===== src/rtl/dwconv_kx1_window_streamer_if.sv =====
// Handshake bundle for the KHx1 depthwise window streamer.
// The pixel input stream and the window output stream share one interface:
// 'slave' is the streamer's view, 'master' is the view of the environment
// that produces pixels and consumes windows.
interface dwconv_kx1_window_streamer_if #(
  parameter int DATA_W   = 32,
  parameter int IMG_W    = 16,
  parameter int IMG_H    = 16,
  parameter int KH       = 3,
  parameter int CHANNELS = 8
) ();
  localparam int CHAN_W = (CHANNELS > 1) ? $clog2(CHANNELS) : 1;
  localparam int ROW_W  = (IMG_H > 1) ? $clog2(IMG_H) : 1;
  localparam int COL_W  = (IMG_W > 1) ? $clog2(IMG_W) : 1;

  logic                 in_valid;
  logic                 in_ready;
  logic [DATA_W-1:0]    in_data;
  logic                 out_valid;
  logic                 out_ready;
  logic [KH*DATA_W-1:0] out_taps;
  logic [CHAN_W-1:0]    out_chan;
  logic [ROW_W-1:0]     out_row;
  logic [COL_W-1:0]     out_col;
  logic                 frame_done;

  modport master (
    output in_valid, in_data, out_ready,
    input  in_ready, out_valid, out_taps, out_chan, out_row, out_col, frame_done
  );

  modport slave (
    input  in_valid, in_data, out_ready,
    output in_ready, out_valid, out_taps, out_chan, out_row, out_col, frame_done
  );
endinterface


===== src/rtl/dwconv_kx1_window_streamer.sv =====
// KHx1 depthwise window streamer: buffers KH-1 rows of a raster-order plane
// and emits one vertical KH-tap window per (strided) output position.
// Optional feature macro: DWSTREAM_STALL_CNT_EN adds a saturating stall
// counter (stall_cnt) with a synchronous clear input (stall_clr).
module dwconv_kx1_window_streamer #(
  parameter int DATA_W   = 32,
  parameter int IMG_W    = 16,
  parameter int IMG_H    = 16,
  parameter int KH       = 3,
  parameter int STRIDE   = 1,
  parameter int CHANNELS = 8
) (
  input logic clk,
  input logic rst,
  dwconv_kx1_window_streamer_if.slave bus
`ifdef DWSTREAM_STALL_CNT_EN
  ,
  input  logic        stall_clr,
  output logic [31:0] stall_cnt
`endif
);
  localparam int CHAN_W  = (CHANNELS > 1) ? $clog2(CHANNELS) : 1;
  localparam int ROW_W   = (IMG_H > 1) ? $clog2(IMG_H) : 1;
  localparam int COL_W   = (IMG_W > 1) ? $clog2(IMG_W) : 1;
  localparam int LB_ROWS = KH - 1;

  typedef enum logic [0:0] {FILL = 1'b0, STREAM = 1'b1} state_e;

  state_e               state_q;
  logic [COL_W-1:0]     col_q, col_d;
  logic [ROW_W-1:0]     row_q, row_d;
  logic [CHAN_W-1:0]    chan_q, chan_d;
  logic                 out_valid_q;
  logic                 frame_done_q;
  logic [KH*DATA_W-1:0] out_taps_q;
  logic [CHAN_W-1:0]    out_chan_q;
  logic [ROW_W-1:0]     out_row_q;
  logic [COL_W-1:0]     out_col_q;

  // Line buffer: lb_q[0] holds the oldest stored row, lb_q[LB_ROWS-1] the newest.
  logic [DATA_W-1:0]    lb_q [LB_ROWS][IMG_W];

  logic                 in_ready_s;
  logic                 accept_s;
  logic                 last_col_s;
  logic                 last_row_s;
  logic                 last_pix_s;
  logic                 phase_ok_s;
  logic                 emit_s;
  logic [ROW_W-1:0]     row_rel_s;
  logic [ROW_W-1:0]     out_row_s;
  logic [COL_W-1:0]     out_col_s;
  logic [KH*DATA_W-1:0] window_s;

  // No skid buffer: a held window blocks the input directly.
  assign in_ready_s = !out_valid_q || bus.out_ready;
  assign accept_s   = bus.in_valid && in_ready_s;
  assign last_col_s = (col_q == COL_W'(IMG_W - 1));
  assign last_row_s = (row_q == ROW_W'(IMG_H - 1));
  assign last_pix_s = last_col_s && last_row_s;

  // Row offset from the first full window row; only meaningful in STREAM.
  assign row_rel_s  = row_q - ROW_W'(KH - 1);
  assign phase_ok_s = ((int'(row_rel_s) % STRIDE) == 0) && ((int'(col_q) % STRIDE) == 0);
  assign emit_s     = accept_s && (state_q == STREAM) && phase_ok_s;
  assign out_row_s  = ROW_W'(int'(row_rel_s) / STRIDE);
  assign out_col_s  = COL_W'(int'(col_q) / STRIDE);

  // Assemble the window: stored column words (oldest first) topped by the incoming pixel.
  always_comb begin
    window_s = {(KH*DATA_W){1'b0}};
    for (int k = 0; k < LB_ROWS; k++) begin
      window_s[k*DATA_W +: DATA_W] = lb_q[k][col_q];
    end
    window_s[LB_ROWS*DATA_W +: DATA_W] = bus.in_data;
  end

  // Raster position that follows the current pixel (col fastest, then row, then channel).
  always_comb begin
    col_d  = col_q + COL_W'(1);
    row_d  = row_q;
    chan_d = chan_q;
    if (last_col_s) begin
      col_d = {COL_W{1'b0}};
      if (last_row_s) begin
        row_d = {ROW_W{1'b0}};
        if (chan_q == CHAN_W'(CHANNELS - 1)) begin
          chan_d = {CHAN_W{1'b0}};
        end else begin
          chan_d = chan_q + CHAN_W'(1);
        end
      end else begin
        row_d = row_q + ROW_W'(1);
      end
    end else begin
      col_d = col_q + COL_W'(1);
    end
  end

  // Fill/stream sequencing, raster counters and the registered output window.
  always_ff @(posedge clk) begin
    if (rst) begin
      state_q      <= FILL;
      col_q        <= {COL_W{1'b0}};
      row_q        <= {ROW_W{1'b0}};
      chan_q       <= {CHAN_W{1'b0}};
      out_valid_q  <= 1'b0;
      out_taps_q   <= {(KH*DATA_W){1'b0}};
      out_chan_q   <= {CHAN_W{1'b0}};
      out_row_q    <= {ROW_W{1'b0}};
      out_col_q    <= {COL_W{1'b0}};
      frame_done_q <= 1'b0;
    end else begin
      frame_done_q <= accept_s && last_pix_s;
      if (accept_s) begin
        col_q  <= col_d;
        row_q  <= row_d;
        chan_q <= chan_d;
        case (state_q)
          FILL:    if (last_col_s && (row_q == ROW_W'(KH - 2))) state_q <= STREAM;
          STREAM:  if (last_pix_s) state_q <= FILL;
          default: state_q <= FILL;
        endcase
      end
      // A new window may replace one that is handed off in the same cycle.
      if (emit_s) begin
        out_valid_q <= 1'b1;
        out_taps_q  <= window_s;
        out_chan_q  <= chan_q;
        out_row_q   <= out_row_s;
        out_col_q   <= out_col_s;
      end else if (bus.out_ready) begin
        out_valid_q <= 1'b0;
      end
    end
  end

  // Column shift of the line buffer on every accepted pixel; contents need no reset.
  always_ff @(posedge clk) begin
    if (accept_s) begin
      for (int j = 0; j < LB_ROWS - 1; j++) begin
        lb_q[j][col_q] <= lb_q[j+1][col_q];
      end
      lb_q[LB_ROWS-1][col_q] <= bus.in_data;
    end
  end

`ifdef DWSTREAM_STALL_CNT_EN
  logic [31:0] stall_cnt_q;

  // Saturating count of cycles where a window waits on the consumer; clear wins.
  always_ff @(posedge clk) begin
    if (rst) begin
      stall_cnt_q <= 32'd0;
    end else if (stall_clr) begin
      stall_cnt_q <= 32'd0;
    end else if (out_valid_q && !bus.out_ready && (stall_cnt_q != 32'hFFFF_FFFF)) begin
      stall_cnt_q <= stall_cnt_q + 32'd1;
    end
  end

  assign stall_cnt = stall_cnt_q;
`endif

  assign bus.in_ready   = in_ready_s;
  assign bus.out_valid  = out_valid_q;
  assign bus.out_taps   = out_taps_q;
  assign bus.out_chan   = out_chan_q;
  assign bus.out_row    = out_row_q;
  assign bus.out_col    = out_col_q;
  assign bus.frame_done = frame_done_q;
endmodule


===== src/flat_wrapper.sv =====
// flat-port wrapper written by rule: the top's interface ports become plain ports
module dwconv_kx1_window_streamer_flat 
#(
  parameter int DATA_W   = 32,
  parameter int IMG_W    = 16,
  parameter int IMG_H    = 16,
  parameter int KH       = 3,
  parameter int STRIDE   = 1,
  parameter int CHANNELS = 8
)
  (clk, rst, bus_in_valid, bus_in_data, bus_out_ready, bus_in_ready, bus_out_valid, bus_out_taps, bus_out_chan, bus_out_row, bus_out_col, bus_frame_done);
  dwconv_kx1_window_streamer_if #(.DATA_W(DATA_W), .IMG_W(IMG_W), .IMG_H(IMG_H), .KH(KH), .CHANNELS(CHANNELS)) bus_i ();
  input logic clk;
  input logic rst;
  input wire logic [$bits(bus_i.in_valid)-1:0] bus_in_valid;
  input wire logic [$bits(bus_i.in_data)-1:0] bus_in_data;
  input wire logic [$bits(bus_i.out_ready)-1:0] bus_out_ready;
  output wire logic [$bits(bus_i.in_ready)-1:0] bus_in_ready;
  output wire logic [$bits(bus_i.out_valid)-1:0] bus_out_valid;
  output wire logic [$bits(bus_i.out_taps)-1:0] bus_out_taps;
  output wire logic [$bits(bus_i.out_chan)-1:0] bus_out_chan;
  output wire logic [$bits(bus_i.out_row)-1:0] bus_out_row;
  output wire logic [$bits(bus_i.out_col)-1:0] bus_out_col;
  output wire logic [$bits(bus_i.frame_done)-1:0] bus_frame_done;
  assign bus_i.in_valid = bus_in_valid;
  assign bus_i.in_data = bus_in_data;
  assign bus_i.out_ready = bus_out_ready;
  assign bus_in_ready = bus_i.in_ready;
  assign bus_out_valid = bus_i.out_valid;
  assign bus_out_taps = bus_i.out_taps;
  assign bus_out_chan = bus_i.out_chan;
  assign bus_out_row = bus_i.out_row;
  assign bus_out_col = bus_i.out_col;
  assign bus_frame_done = bus_i.frame_done;
  dwconv_kx1_window_streamer #(.DATA_W(DATA_W), .IMG_W(IMG_W), .IMG_H(IMG_H), .KH(KH), .STRIDE(STRIDE), .CHANNELS(CHANNELS)) u_core (.clk(clk), .rst(rst), .bus(bus_i));
endmodule

===== config.mk =====
export PLATFORM = sky130hd
export DESIGN_NAME = dwconv_kx1_window_streamer_flat
export DESIGN_NICKNAME = d
export VERILOG_FILES = /design/src/rtl/dwconv_kx1_window_streamer_if.sv /design/src/rtl/dwconv_kx1_window_streamer.sv /design/src/flat_wrapper.sv
export SDC_FILE = /design/constraint.sdc
export NUM_CORES = 1
export LEC_CHECK = 0
export CAP_MARGIN = 20
export CORE_UTILIZATION = 45
export CTS_BUF_LIST = sky130_fd_sc_hd__clkbuf_4 sky130_fd_sc_hd__clkbuf_8
export DETAILED_ROUTE_END_ITERATION = 16
export GPL_ROUTABILITY_DRIVEN = 0
export SYNTH_ARGS = -nofsm -noshare
export SYNTH_HDL_FRONTEND = slang
export SYNTH_SLANG_ARGS = --single-unit

===== constraint.sdc =====
create_clock -name clk -period 9.7 [get_ports clk]
set_clock_uncertainty 0.05 [all_clocks]
set_input_delay 2.425 -clock clk [delete_from_list [all_inputs] [get_ports clk]]
set_output_delay 2.425 -clock clk [all_outputs]
set_load 0.02 [all_outputs]

; ---- Word level (Yosys, flattened, before mapping)
; Memories as Yosys holds them, arrays and structs flattened.
; Index checks and enable logic that the tools add are counted.
[totals]
reg_bits = 121
mem_bits_rw = 1024
input_bits = 36
memories = 1
[memory_table]
columns = memory, words, width, rd, rd_ports_with_merged_regs, wr, line_no
row1 = u_core.lb_q, 2, 512, 2, 0, 2, dwconv_kx1_window_streamer.sv:41  ; logic [DATA_W-1:0] lb_q [LB_ROWS][IMG_W];
[classes]
add_sub_neg = 4
order_cmp = 2
n_eq_ne = 4
n_mux = 18
bitwise_logic = 2
reduce_logical = 11
[op_table]
columns = op, count
row1 = 512-bit 2-to-1 mux, 1
row2 = 32-bit binary-select mux with 4-bit select, 2
row3 = 32-bit 2-to-1 mux, 5
row4 = 32-bit demux with 4-bit select, 1
row5 = 4-bit by 1-bit adder with 4-bit output (second input constant), 2
row6 = 4-bit equality test (second input constant), 2
row7 = 4-bit 2-to-1 mux, 2
row8 = 1-bit logical AND, 6
row9 = 5-bit >= comparator (second input constant), 1
row10 = 5-bit by 1-bit less-than comparator with 1-bit output (second input constant), 1
row11 = 1-bit 2-to-1 mux, 5
row12 = 4-bit inverter with 5-bit output, 1
row13 = 4-bit by 1-bit equality test with 1-bit output (second input constant), 1
row14 = 4-bit by 2-bit subtractor with 4-bit output (second input constant), 1
row15 = 3-bit by 1-bit adder with 3-bit output (second input constant), 1
row16 = 3-bit equality test (second input constant), 1
row17 = 3-bit 2-to-1 mux, 1
row18 = 3-bit AND reduction, 1
row19 = 1-bit case mux with 2 select lines, 1
row20 = 2-bit AND reduction, 1
row21 = 2-bit nonzero test, 1
row22 = 1-bit logical NOT, 1
row23 = 1-bit logical OR, 1
row24 = 1-bit inverter, 1

; ---- Longest topological paths before layout
[logic_depth]
word_depth = 6
mapped_depth = 8
depth_no_buf = 5

; ---- Least setup slack after synthesis
; Ideal clock, no wire load.
[synth_path]
path_type = input to register
startpoint = input bus_out_ready
endpoint = memory u_core.lb_q[0][416] in the netlist's numbering (enable)
arrival_time_ps = 7565
required_ps = 9085
path_slack_ps = 1520
cell_stages = 6
path_buffers = 2
cell_sequence = nand2b_1 -> buf_2 -> and2_0 -> clkbuf_1 -> nand2_1 -> nor3_1
[synth_lines]
columns = element, line_no
row1 = start: declaration, flat_wrapper.sv:17  ; input wire logic [$bits(bus_i.out_ready)-1:0] bus_out_ready;
row2 = end: declaration, dwconv_kx1_window_streamer.sv:41

; ---- Final worst setup path
[layout_path]
startpoint = input bus_out_ready
endpoint = output bus_in_ready
[layout_between]
elab_chain_cells = 1
[layout_rtl]
columns = element, line_no
row1 = 1-bit logical OR, dwconv_kx1_window_streamer.sv:56  ; assign in_ready_s = !out_valid_q || bus.out_ready;
row2 = end: declaration, flat_wrapper.sv:18  ; output wire logic [$bits(bus_i.in_ready)-1:0] bus_in_ready;
; No other way between the ends.

==> run metrics <==
first-pass GRT wire length 150300 µm; CP Capture Type output port; die span in x 312.3 µm; Yosys Warn Count 0; drt first pass iters 5; largest net degree at the start of global routing 148; Post-Syn Nets 2126; Worst-path clk slew 60 ps; Worst Slack Setup Final 3113 ps; Initial Util 45.54%; Fill cells 7401; Power per Cell Area 206.5 nW/µm²; post-CTS setup buffers 0; Post-synth EDFFs 1024; total placed cells including tap cells 3421; Setup CP Type primary input to output port; status completed; Final period util 67.90%; Max-slew headroom 25.82%; routed wire length 102300 µm; sequential area share after synthesis 76.55%; PostCTS Resize Cnt 0; Hold Vio Cnt, Final 0; fraction of final layout cells sized beyond drive strength 1 26.37%; # nets final 2391; #FFs+latches synth 1145; Die H 312.3 µm; clk sinks 1145; Max Slew Vio Count 0; Primary FF master, synth edfxtp_1; Synth cell types 38; clk_lat worst skew 840 ps; Cell Rows 113; post-DP HPWL 55090 µm; DR vias/cell 5.692; PortBufs 145; Worst Path Max Fanout 12; max frequency 151.8 MHz; Layout area overhead 16.18%; Core Region 95150 µm²; Starting DRT DRC Count 1712; vias in the first global route 22673; maxcap violations 0; total CTS buffers 181; pre-CTS setup slack 3152 ps; Hold Buf Count CTS 0; antenna violations before repair 5; clk buf depth 3; via count 21466; Setup TNS 0 ps; Boundary Pins 146; routed len/inst 27.13 µm; Worst VDD drop 0.1718 mV; Die Area 97540 µm²; Final setup viols 0; Detail Route Antenna Nets 0; syn avg cell area 20.83 µm²; Hold WC Path Type register to register; htree depth 4; Worst EP required 7230 ps; Worst-Margin Slew 1091 ps; Clock Root Buffer clkbuf_8; fraction of registers with async set/reset 0%; Worst setup SP type primary input; Post-Syn Area 43330 µm²; RSZ-0062 raised after global routing no; Leakage 16.03 nW; flop-to-flop setup slack 5130 ps; GR Overflow Total 0; CTS tree yes; fin cells 3771; crit path DAT 4110 ps; GRT Total Usage 21.19%; Final Critical Period 6587 ps; DRC 0; post-synthesis cell count 2080
[routing by layer]
layer,share of wire [%],global-route usage [%],vias up
li1,-,-,9190
met1,44,29.83,11428
met2,49,33.67,715
met3,6.3,4.433,131
met4,1.7,5.882,2
met5,0.013,0,-
[layout by cell type (no fill, tap or decap), types with 5 or more instances in the layout]
cell	n
clkdlybuf4s50_1	144
nand2_1	96
a211oi_1	15
buf_4	57
edfxtp_1	1024
clkbuf_8	211
mux4_2	234
o21ai_0	5
o221ai_1	53
o22ai_1	22
nand3b_1	56
nor2_1	21
clkinv_1	21
a311oi_1	11
dfxtp_1	117
a21oi_1	49
nor2_4	11
clkbuf_4	81
mux2i_1	168
mux2i_2	14
clkinv_2	13
ha_1	10
[registers in the layout, summed over array words and instances, names as in the netlist, 3 cells and up]
name                 cells
u_core.bus.out_taps     96
u_core.chan_q            3
u_core.bus.out_col       4
u_core.bus.out_chan      3
u_core.row_q             4
u_core.lb_q           1024
u_core.bus.out_row       4
u_core.col_q             4
[area by class of cell]
cell class	instances	area, µm²	area share (%)
Antenna cell	3	7.507	0.01491
Clock buffer	292	3512	6.976
Clock inverter	49	366.6	0.7282
Inverter	4	20.02	0.03976
Multi-Input combinational cell	803	9624	19.12
Sequential cell	1145	33190	65.92
Tap cell	1265	1583	3.144
Timing Repair Buffer	210	2046	4.063
[path summary, 6_finish.rpt]
| check | start | endpoint | cells past startpoint |
|---|---|---|---|
| max | bus_out_ready | bus_in_ready | 3 |
| min | u_core.bus.out_taps[93] | u_core.bus.out_taps[93] | 2 |
| max reg2reg | u_core.col_q[1] | u_core.lb_q[0][350] | 5 |
| min reg2reg | u_core.bus.out_taps[93] | u_core.bus.out_taps[93] | 2 |
[cell usage after synthesis (all sizes together) (10+ instances only)]
cell type  count  share of area [%]
a211oi        15               0.26
o22ai         22               0.32
edfxtp      1024                 71
o221ai        53                1.1
dfxtp        121                5.6
buf           74                1.1
a21oi         49               0.57
ha            10               0.29
a311oi        11               0.22
mux2i        182                4.2
clkbuf        54               0.47
nand2         96               0.83
mux4         234                 12
nor2          32               0.28
nand3b        56               0.97
[critical path, stage by stage]
cell and delay (ps):
clkdlybuf4s50_1 450, nand2b_1 510, clkdlybuf4s50_1 730
[per-stage QoR]
stage / instance area [µm²] / power [mW] / hold WS, ps / utilization [%]
3_3_place_gp: 46270 / 6.226 / 392.9 / 48.62
4_1_cts: 50260 / 10.50 / 404.6 / 52.82
5_1_grt: 50340 / 10.73 / 426.6 / 52.91
2_1_floorplan: 43330 / 6.016 / 395.1 / -
6_report: 50350 / 10.40 / 403.7 / 52.91
3_5_place_dp: 46380 / 6.247 / 396.1 / 48.75
[logic make-up after synthesis]
family / Yosys count / share of synthesized area [%]
flip-flops: 1145 / 76.55
AND/OR/NAND/NOR: 216 / 2.527
AO/OA/AOI/OAI: 155 / 2.495
XOR/XNOR: 6 / 0.1213
buffers and inverters: 132 / 1.652
adder cells (fa/ha/maj): 10 / 0.2887
multiplexers: 416 / 16.37
[where the power goes]
part | switching [mW] | internal [mW]
logic | 0.379 | 0.233
clock network | 1.87 | 2.38
registers | 0.0234 | 5.51
total | 2.27 | 8.12
Power figures use the tool's default switching activity.
